<file path="src/rtl/id_instr_queue_pkg.sv">
// -----------------------------------------------------------------------------
// common
//   Shared types for the fetch -> decode hand-off.
//   - instruction_type    : raw fetched instruction word
//   - branch_predict_type : prediction info produced by fetch
//   - id_queue_entry_t    : one slot of the decode-input queue
//   - ID_QUEUE_DEPTH      : default number of queue entries
//   The entry layout is fixed at ID_ILEN/ID_XLEN bits. The queue resizes its
//   port values into these fields, so queue XLEN/ILEN should match them.
// -----------------------------------------------------------------------------
package common;

  localparam int ID_QUEUE_DEPTH = 4;
  localparam int ID_XLEN        = 32;
  localparam int ID_ILEN        = 32;

  typedef logic [ID_ILEN-1:0] instruction_type;

  typedef struct packed {
    logic               valid;
    logic               taken;
    logic [ID_XLEN-1:0] target;
  } branch_predict_type;

  typedef struct packed {
    instruction_type    instruction;
    logic [ID_XLEN-1:0] pc;
    branch_predict_type branch;
  } id_queue_entry_t;

endpackage

</file>
<file path="src/rtl/id_instr_queue_ptr.sv">
// -----------------------------------------------------------------------------
// id_queue_ptr
//   Wrap-around pointer for the decode-input queue. The queue depth is a power
//   of two, so the natural binary rollover gives the wrap for free.
//   Ports:
//     clk   - clock
//     rstn  - synchronous active-low reset (pointer -> 0)
//     clear - synchronous clear (pointer -> 0); has priority over inc
//     inc   - advance pointer by one
//     ptr   - current pointer value
// -----------------------------------------------------------------------------
module id_queue_ptr #(
  parameter int WIDTH = 2
) (
  input  logic             clk,
  input  logic             rstn,
  input  logic             clear,
  input  logic             inc,
  output logic [WIDTH-1:0] ptr
);

  always_ff @(posedge clk) begin
    if (!rstn) begin
      ptr <= '0;
    end else if (clear) begin
      ptr <= '0;
    end else if (inc) begin
      ptr <= ptr + WIDTH'(1);
    end
  end

endmodule

</file>
<file path="src/rtl/id_instr_queue.sv">
// -----------------------------------------------------------------------------
// id_instr_queue
//   DEPTH-entry FIFO between fetch and the ID stage with valid/ready on both
//   sides. Absorbs decode stalls; a flush (mispredict redirect) drops all
//   queued entries.
//   Ports:
//     clk, rstn              - clock, synchronous active-low reset
//     flush                  - discard all entries (ignores same-cycle push/pop)
//     in_valid / in_ready    - fetch-side handshake
//     in_instruction/pc/branch - entry presented by fetch
//     out_valid / out_ready  - decode-side handshake
//     out_instruction/pc/branch - head entry (don't care while out_valid=0)
//     count, full, empty     - occupancy status
//   Optional feature macro: ID_QUEUE_BYPASS_EN
//     When defined, an empty queue forwards in_* straight to out_* in the same
//     cycle; if decode takes it, nothing is stored.
// -----------------------------------------------------------------------------
module id_instr_queue
  import common::*;
#(
  parameter int DEPTH = ID_QUEUE_DEPTH,
  parameter int XLEN  = 32,
  parameter int ILEN  = 32
) (
  input  logic                       clk,
  input  logic                       rstn,
  input  logic                       flush,
  input  logic                       in_valid,
  output logic                       in_ready,
  input  logic [ILEN-1:0]            in_instruction,
  input  logic [XLEN-1:0]            in_pc,
  input  branch_predict_type         in_branch,
  output logic                       out_valid,
  input  logic                       out_ready,
  output logic [ILEN-1:0]            out_instruction,
  output logic [XLEN-1:0]            out_pc,
  output branch_predict_type         out_branch,
  output logic [$clog2(DEPTH+1)-1:0] count,
  output logic                       full,
  output logic                       empty
);

  localparam int PW = $clog2(DEPTH);
  localparam int CW = $clog2(DEPTH+1);

  id_queue_entry_t mem [DEPTH];

  logic [PW-1:0]   wr_ptr;
  logic [PW-1:0]   rd_ptr;
  logic [CW-1:0]   count_q;
  id_queue_entry_t in_entry;
  id_queue_entry_t out_entry;
  logic            push;
  logic            pop;
  logic            passthru;
  logic            wr_en;
  logic            rd_en;

  assign count = count_q;
  assign full  = (count_q == CW'(DEPTH));
  assign empty = (count_q == '0);

  // Handshake and head selection. in_ready deliberately ignores out_ready:
  // a full queue refuses a push even if decode pops in the same cycle.
  // passthru marks an entry that goes straight from fetch to decode while
  // the queue is empty, so it must neither be stored nor advance rd_ptr.
  always_comb begin
    in_entry  = '{instruction: ID_ILEN'(in_instruction),
                  pc:          ID_XLEN'(in_pc),
                  branch:      in_branch};
    in_ready  = !full;
    out_valid = !empty;
    out_entry = mem[rd_ptr];
    passthru  = 1'b0;
`ifdef ID_QUEUE_BYPASS_EN
    if (empty && !flush) begin
      in_ready  = 1'b1;
      out_valid = in_valid;
      out_entry = in_entry;
      passthru  = in_valid && out_ready;
    end
`endif
    push  = in_valid && in_ready;
    pop   = out_valid && out_ready;
    wr_en = push && !passthru && !flush;
    rd_en = pop && !passthru && !flush;
  end

  assign out_instruction = ILEN'(out_entry.instruction);
  assign out_pc          = XLEN'(out_entry.pc);
  assign out_branch      = out_entry.branch;

  id_queue_ptr #(.WIDTH(PW)) u_wr_ptr (
    .clk   (clk),
    .rstn  (rstn),
    .clear (flush),
    .inc   (wr_en),
    .ptr   (wr_ptr)
  );

  id_queue_ptr #(.WIDTH(PW)) u_rd_ptr (
    .clk   (clk),
    .rstn  (rstn),
    .clear (flush),
    .inc   (rd_en),
    .ptr   (rd_ptr)
  );

  // Occupancy: simultaneous push and pop leaves the count unchanged.
  always_ff @(posedge clk) begin
    if (!rstn) begin
      count_q <= '0;
    end else if (flush) begin
      count_q <= '0;
    end else begin
      case ({wr_en, rd_en})
        2'b10:   count_q <= count_q + CW'(1);
        2'b01:   count_q <= count_q - CW'(1);
        default: count_q <= count_q;
      endcase
    end
  end

  // Storage is never cleared; stale slots are simply unreachable.
  always_ff @(posedge clk) begin
    if (rstn && wr_en) begin
      mem[wr_ptr] <= in_entry;
    end
  end

endmodule

</file>
<file path="config.mk">
export PLATFORM = sky130hd
export DESIGN_NAME = id_instr_queue
export DESIGN_NICKNAME = d
export VERILOG_FILES = /design/src/rtl/id_instr_queue_pkg.sv /design/src/rtl/id_instr_queue_ptr.sv /design/src/rtl/id_instr_queue.sv
export SDC_FILE = /design/constraint.sdc
export NUM_CORES = 1
export LEC_CHECK = 0
export CORE_ASPECT_RATIO = 0.5
export CORE_MARGIN = 1.5
export CORE_UTILIZATION = 54
export CTS_CLUSTER_DIAMETER = 150
export CTS_CLUSTER_SIZE = 12
export DETAILED_ROUTE_END_ITERATION = 10
export GPL_TIMING_DRIVEN = 0
export PLACE_DENSITY = 0.86
export SKIP_CTS_REPAIR_TIMING = 1
export SYNTH_ARGS = -nofsm -noshare
export SYNTH_HDL_FRONTEND = slang
export SYNTH_SLANG_ARGS = --single-unit
</file>
<file path="constraint.sdc">
create_clock -name clk -period 3.2 [get_ports clk]
set_input_delay 0.48 -clock clk [delete_from_list [all_inputs] [get_ports clk]]
set_output_delay 0.48 -clock clk [all_outputs]
set_load 0.02 [all_outputs]
</file>
After elaboration in Yosys (flattened, before gate mapping)
Memory sizes are Yosys's and may differ from the RTL's. A register that Yosys moved wholly into a read port is not among the register bits.
Cells that the tools add are included.
{"block": "op_classes", "addsub": 4, "n_eq_ne": 3, "n_mux": 5, "n_reduce_logical": 11, "bitwise": 1}
{"operator": "$pmux W3 S2", "count": 1}
{"operator": "$logic_and A1 B1 Y1", "count": 5}
{"operator": "$add A2 B1 Y2 const B", "count": 2}
{"operator": "$mux W2", "count": 2}
{"operator": "$add A3 B1 Y3 const B", "count": 1}
{"operator": "$eq A3 B3 Y1 const B", "count": 1}
{"operator": "$logic_not A1 Y1", "count": 3}
{"operator": "$logic_not A3 Y1", "count": 1}
{"operator": "$sub A3 B1 Y3 const B", "count": 1}
{"operator": "$eq A2 B1 Y1 const B", "count": 1}
{"operator": "$eq A2 B2 Y1 const B", "count": 1}
{"operator": "$mux W1", "count": 2}
{"operator": "$reduce_bool A2 Y1", "count": 1}
{"operator": "$reduce_or A2 Y1", "count": 1}
{"operator": "$not A1 Y1", "count": 1}
{"block": "word_totals", "elab_cells": 28, "reg_bits": 7, "in_bits": 103, "ramBits": 392, "n_memories": 1, "output_inout_bits": 105}
{"name": "mem", "depth": 4, "width": 98, "rd": 1, "rd_ports_with_merged_regs": 1, "write_ports": 1, "line_no": "id_instr_queue.sv:46", "rtl": "id_queue_entry_t mem [DEPTH];"}

Depth between registers and ports, before layout
{"block": "logic_depth", "word_depth": 7, "depth_mapped": 10, "depth_no_buf": 9}

Hierarchy
Synthesis repeated with hierarchy kept, for this count alone.
{"block": "hier_totals", "cells_unflattened": 561, "hier_area_um2": 14532.7}
{"mod": "id_instr_queue", "area_each_um2": 14362.5, "cells_each": 545, "instances": 1, "seq_area_each_um2": 11831.3}
{"mod": "id_queue_ptr", "area_each_um2": 85.1, "cells_each": 8, "instances": 2, "seq_area_each_um2": 40.0}

Least setup slack after synthesis
Ideal clock, no wire load.
{"block": "synth_timing", "path_type": "reg-to-reg", "from": "register count_q[0], in the netlist count[0]", "to": "memory mem[0][0] (netlist bit) (enable)", "setup_slack_ns": 0.502, "required_time_ns": 2.787, "n_path_buf": 1, "stages_incl_launch_ff": 5, "setup_time_ns": 0.413, "arrival_time_ns": 2.286, "path_cell_list": "dfxtp_1 > or3b_1 > buf_2 > and2_4 > and3_2"}
{"block": "synth_via", "elab_chain_len": 7}
{"element": "start: declaration", "line_no": "id_instr_queue.sv:50", "rtl": "logic [CW-1:0] count_q;"}
{"element": "start signal: assignment", "line_no": "id_instr_queue.sv:117", "rtl": "2'b10: count_q <= count_q + CW'(1);"}
{"element": "start signal: assignment", "line_no": "id_instr_queue.sv:118", "rtl": "2'b01: count_q <= count_q - CW'(1);"}
{"element": "start signal: assignment", "line_no": "id_instr_queue.sv:119", "rtl": "default: count_q <= count_q;"}
{"element": "$eq A3 B3 Y1", "line_no": "id_instr_queue.sv:60", "rtl": "assign full = (count_q == CW'(DEPTH));"}
{"element": "$logic_not A1 Y1", "line_no": "id_instr_queue.sv:71", "rtl": "in_ready = !full;"}
{"element": "named net in_ready", "line_no": "id_instr_queue.sv:29", "rtl": "output logic in_ready,"}
{"element": "$logic_and A1 B1 Y1", "line_no": "id_instr_queue.sv:83", "rtl": "push = in_valid && in_ready;"}
{"element": "$logic_and A1 B1 Y1", "line_no": "id_instr_queue.sv:85", "rtl": "wr_en = push && !passthru && !flush;"}
{"element": "$logic_and A1 B1 Y1", "line_no": "id_instr_queue.sv:126", "rtl": "if (rstn && wr_en) begin"}
{"element": "$mux W1", "line_no": "id_instr_queue.sv:126"}
{"element": "$mux W1 (not written as such)", "line_no": "id_instr_queue.sv:127", "rtl": "mem[wr_ptr] <= in_entry;"}
{"element": "end: declaration", "line_no": "id_instr_queue.sv:46"}
The timed path passes the listed nets, and every way through them passes these cells.

==> summary.md <==
| Metric | Value |
|---|---|
| Setup Crit Path Kind | reg -> out |
| Worst hold margin | 0.518 ns |
| Maximum level of the CTS H-tree | 2 |
| Routed wire per std cell | 24.7 µm |
| Fillcell total | 1,571 |
| Die Height | 119 µm |
| Unique cell type count in the Yosys netlist | 25 |
| Post-Layout Cell Count | 1,187 |
| Fraction of final layout cells sized beyond drive strength 1 | 0.209 |
| Number of synthesized flops with an enable pin | 392 |
| Kind of path behind the tightest hold check | reg -> reg |
| Total die area | 28,100 µm² |
| Count of unresolved DRC violations after routing | 0 |
| Clock Pin Slew Worst Setup and Hold Paths | 0.06 ns |
| Worst skew pair latency | 0.52 ns |
| Unrepaired setup endpoints after global routing | false |
| Most repeated cell in the gate-level netlist after synthesis | edfxtp_1 |
| Post-Place Setup Slack | 0.255 ns |
| Post-synth top area cell | edfxtp_1 |
| Final setup violation count | 0 |
| Slowest cell on the critical path | clkdlybuf4s50_1 |
| Placement row count | 42 |
| Multi-input gate area | 2520 µm² |
| Initial cell density of the core | 0.551 |
| Largest voltage drop on the vdd net | 0.382 mV |
| Critical path required time | 2.72 ns |
| Count of nets left with antenna violations after detail routing | 0 |
| Number of buffers created by CTS | 39 |
| Primary flip-flop cell chosen by synthesis mapping | edfxtp_1 |
| Met2 wirelength from detailed routing | 15.8 mm |
| Cell Area, Synth | 14,600 µm² |
| Met3 WL post-DR | 1.22 mm |
| Transition time at the pin with the least slew margin | 0.828 ns |
| Final HPWL from detailed placement | 18.4 mm |
| Largest net degree at the start of global routing | 55 |
| Highest fanout seen on the critical path | 10 |
| Synth warn | 0 |
| Die outline width | 236 µm |
| Iteration-0 DRC Markers | 477 |
| Final critical-path setup slack | 0.113 ns |
| Remaining max-slew budget at the tightest pin | 0.448 |
| Post-synthesis average cell area | 25.6 µm² |
| Top cells by area in the synthesized netlist | edfxtp_1, mux4_2, dfxtp_1, ha_1, buf_2 |
| Power per unit of standard cell area | 560 nW/µm² |
| Maximum capacitance violations | 0 |
| Top layer reached by signal wires | met4 |
| Ports placed on the boundary | 208 |
| Vias post-DR | 6,740 |
| Outcome | complete, no violations |
| Synth Instances | 570 |
| Startpoint types | register |
| Sequential cell area | 12,000 µm² |
| Net count, final | 934 |
| Detailed-route wire length on metal 1 | 11.5 mm |
| Peak per-stage delay on the critical path | 0.58 ns |
| Number of antenna violations at the first check in global routing | 2 |
| Global-route wire length before repair | 44.5 mm |
| CP delay by family, top | buffers and inverters |
| Buffers plus inverters on the worst setup path | 3 |
| Via/cell ratio | 5.68 |
| Time the final worst path needs with I/O delays and setup | 3.09 ns |
| Instance count after placement with tap cells included | 1,136 |
| Highest clock frequency the design can meet | 0.324 GHz |
| Post-synth ARST share | 0 |
| Endpoints failing hold | 0 |
| Count of buffers inserted at the top-level ports | 207 |
| Clk Tree Root Cell | clkbuf_16 |
| Fin. max-slew vios | 0 |
| Maximum number of buffers from clock root to sink | 3 |
| Share of the clock period used by the worst path | 0.965 |
| Clock sinks | 401 |
| Global-route congestion overflow total | 0 |
| Top-area cell type share of the netlist area | 0.805 |
| GRT Util Overall | 0.215 |
| Wire length reported by the detailed router | 29.3 mm |
| Vias in the first global route | 7,395 |
| Register bit total from synthesis | 401 |
| Syn-to-layout area delta | 25.8% |
| Weighted congestion reported at the end of routability-driven placement | 0.768 |
| Most frequent cells after synthesis | edfxtp_1, mux4_2, buf_2, dfxtp_1, inv_1 |
| Sequential element share of the synthesized area | 0.818 |
| Clock skew after layout | 0.0122 ns |
| Worst-path cell chain | buf_2 -> clkbuf_1 -> mux4_2 -> clkdlybuf4s50_1 |
| Placeable core region | 26,500 µm² |
| DRT Pass-1 Iters | 4 |
| Pleak | 5.73 nW |
| Final core area utilization | 0.693 |
| Category of the worst setup path capture point | output pin |
| Syn Nets | 679 |
| WP data arrival | 2.61 ns |
| TritonCTS clock tree | built |
## area by class of cell
class / count / share of cell area
Tap cell: 352 / 0.0239
Multi-Input combinational cell: 138 / 0.137
Inverter: 8 / 0.00163
Clock buffer: 48 / 0.0572
Clock inverter: 1 / 0.000476
Antenna cell: 2 / 0.000272
Buffer: 23 / 0.00782
Sequential cell: 401 / 0.650
Timing Repair Buffer: 214 / 0.122
## flip-flops by register name, indices dropped and copies added (netlist names), named ones only
name	count
mem	392
count	3
u_rd_ptr.ptr	2
u_wr_ptr.ptr	2
## path summary, 6_finish.rpt
check / slack (ns) / endpoint / cells after the start / from
worst max-delay path: 0.11 / out_branch[3] / 4 / register
worst min-delay path: 0.52 / register / 2 / u_rd_ptr.ptr[1]$_SDFFE_PP0P_
worst max register to register: 0.73 / count[2]$_SDFFE_PP0P_ / 10 / count[2]$_SDFFE_PP0P_
worst min register to register: 0.52 / register / 2 / u_rd_ptr.ptr[1]$_SDFFE_PP0P_
## cells in the final DEF (no fill, tap or decap)
cell	n
a21oi_1	5
and2_4	1
and2b_2	1
and3_4	4
buf_12	3
buf_16	4
buf_2	9
buf_6	4
clkbuf_1	10
clkbuf_16	41
clkbuf_2	4
clkbuf_4	3
clkdlybuf4s50_1	207
dfxtp_1	9
diode_2	2
edfxtp_1	392
fa_1	1
ha_1	5
inv_1	8
inv_6	1
mux4_2	98
nand2_1	1
nand2b_1	2
nand3b_1	1
nand4_1	2
nor2_1	4
nor2b_1	1
nor3_1	1
o21ai_0	4
o31ai_2	1
or3_1	3
or3b_1	1
xor2_1	2
## kinds of logic (layout without fill, tap and decap cells)
| group | after synthesis | count (layout) | synth area share |
|---|---|---|---|
| flip-flops | 401 | 401 | 0.818 |
| multiplexers | 98 | 98 | 0.151 |
| buffers and inverters | 31 | 294 | 0.0110 |
| AND/OR/NAND/NOR | 22 | 22 | 0.00942 |
| AO/OA/AOI/OAI | 10 | 10 | 0.00394 |
| adder cells (fa/ha/maj) | 6 | 6 | 0.00565 |
| XOR/XNOR | 2 | 2 | 0.00120 |
| other | 0 | 2 | 0 |
## tightest hold or removal path: stages (launching register included)
cell     delay (ns)
dfxtp_1        0.31
o21ai_0        0.08
a21oi_1        0.08
## power breakdown
part           total (W)  internal [W]  switching [W]
clock            0.00404       0.00229        0.00176
combinational   0.000432      0.000232       0.000200
sequential       0.00583       0.00581      0.0000125
total             0.0103       0.00833        0.00197
## stage by stage
step | total power, W | setup TNS [ns] | cell area (µm²)
2_1_floorplan | 0.00608 | 0 | 14600
3_3_place_gp | 0.00634 | -299.27 | 17100
3_5_place_dp | 0.00637 | 0 | 17300
4_1_cts | 0.0104 | -0.0717 | 18400
5_1_grt | 0.0106 | 0 | 18400
6_report | 0.0103 | 0 | 18400
## per-layer routing
metal | global-route usage | up-vias
met5 | 0 | -
met4 | 0.0782 | 0
met3 | 0.0338 | 55
met2 | 0.381 | 191
met1 | 0.272 | 3544
li1 | - | 2950
Note: power is estimated with default switching activity, not from simulation.
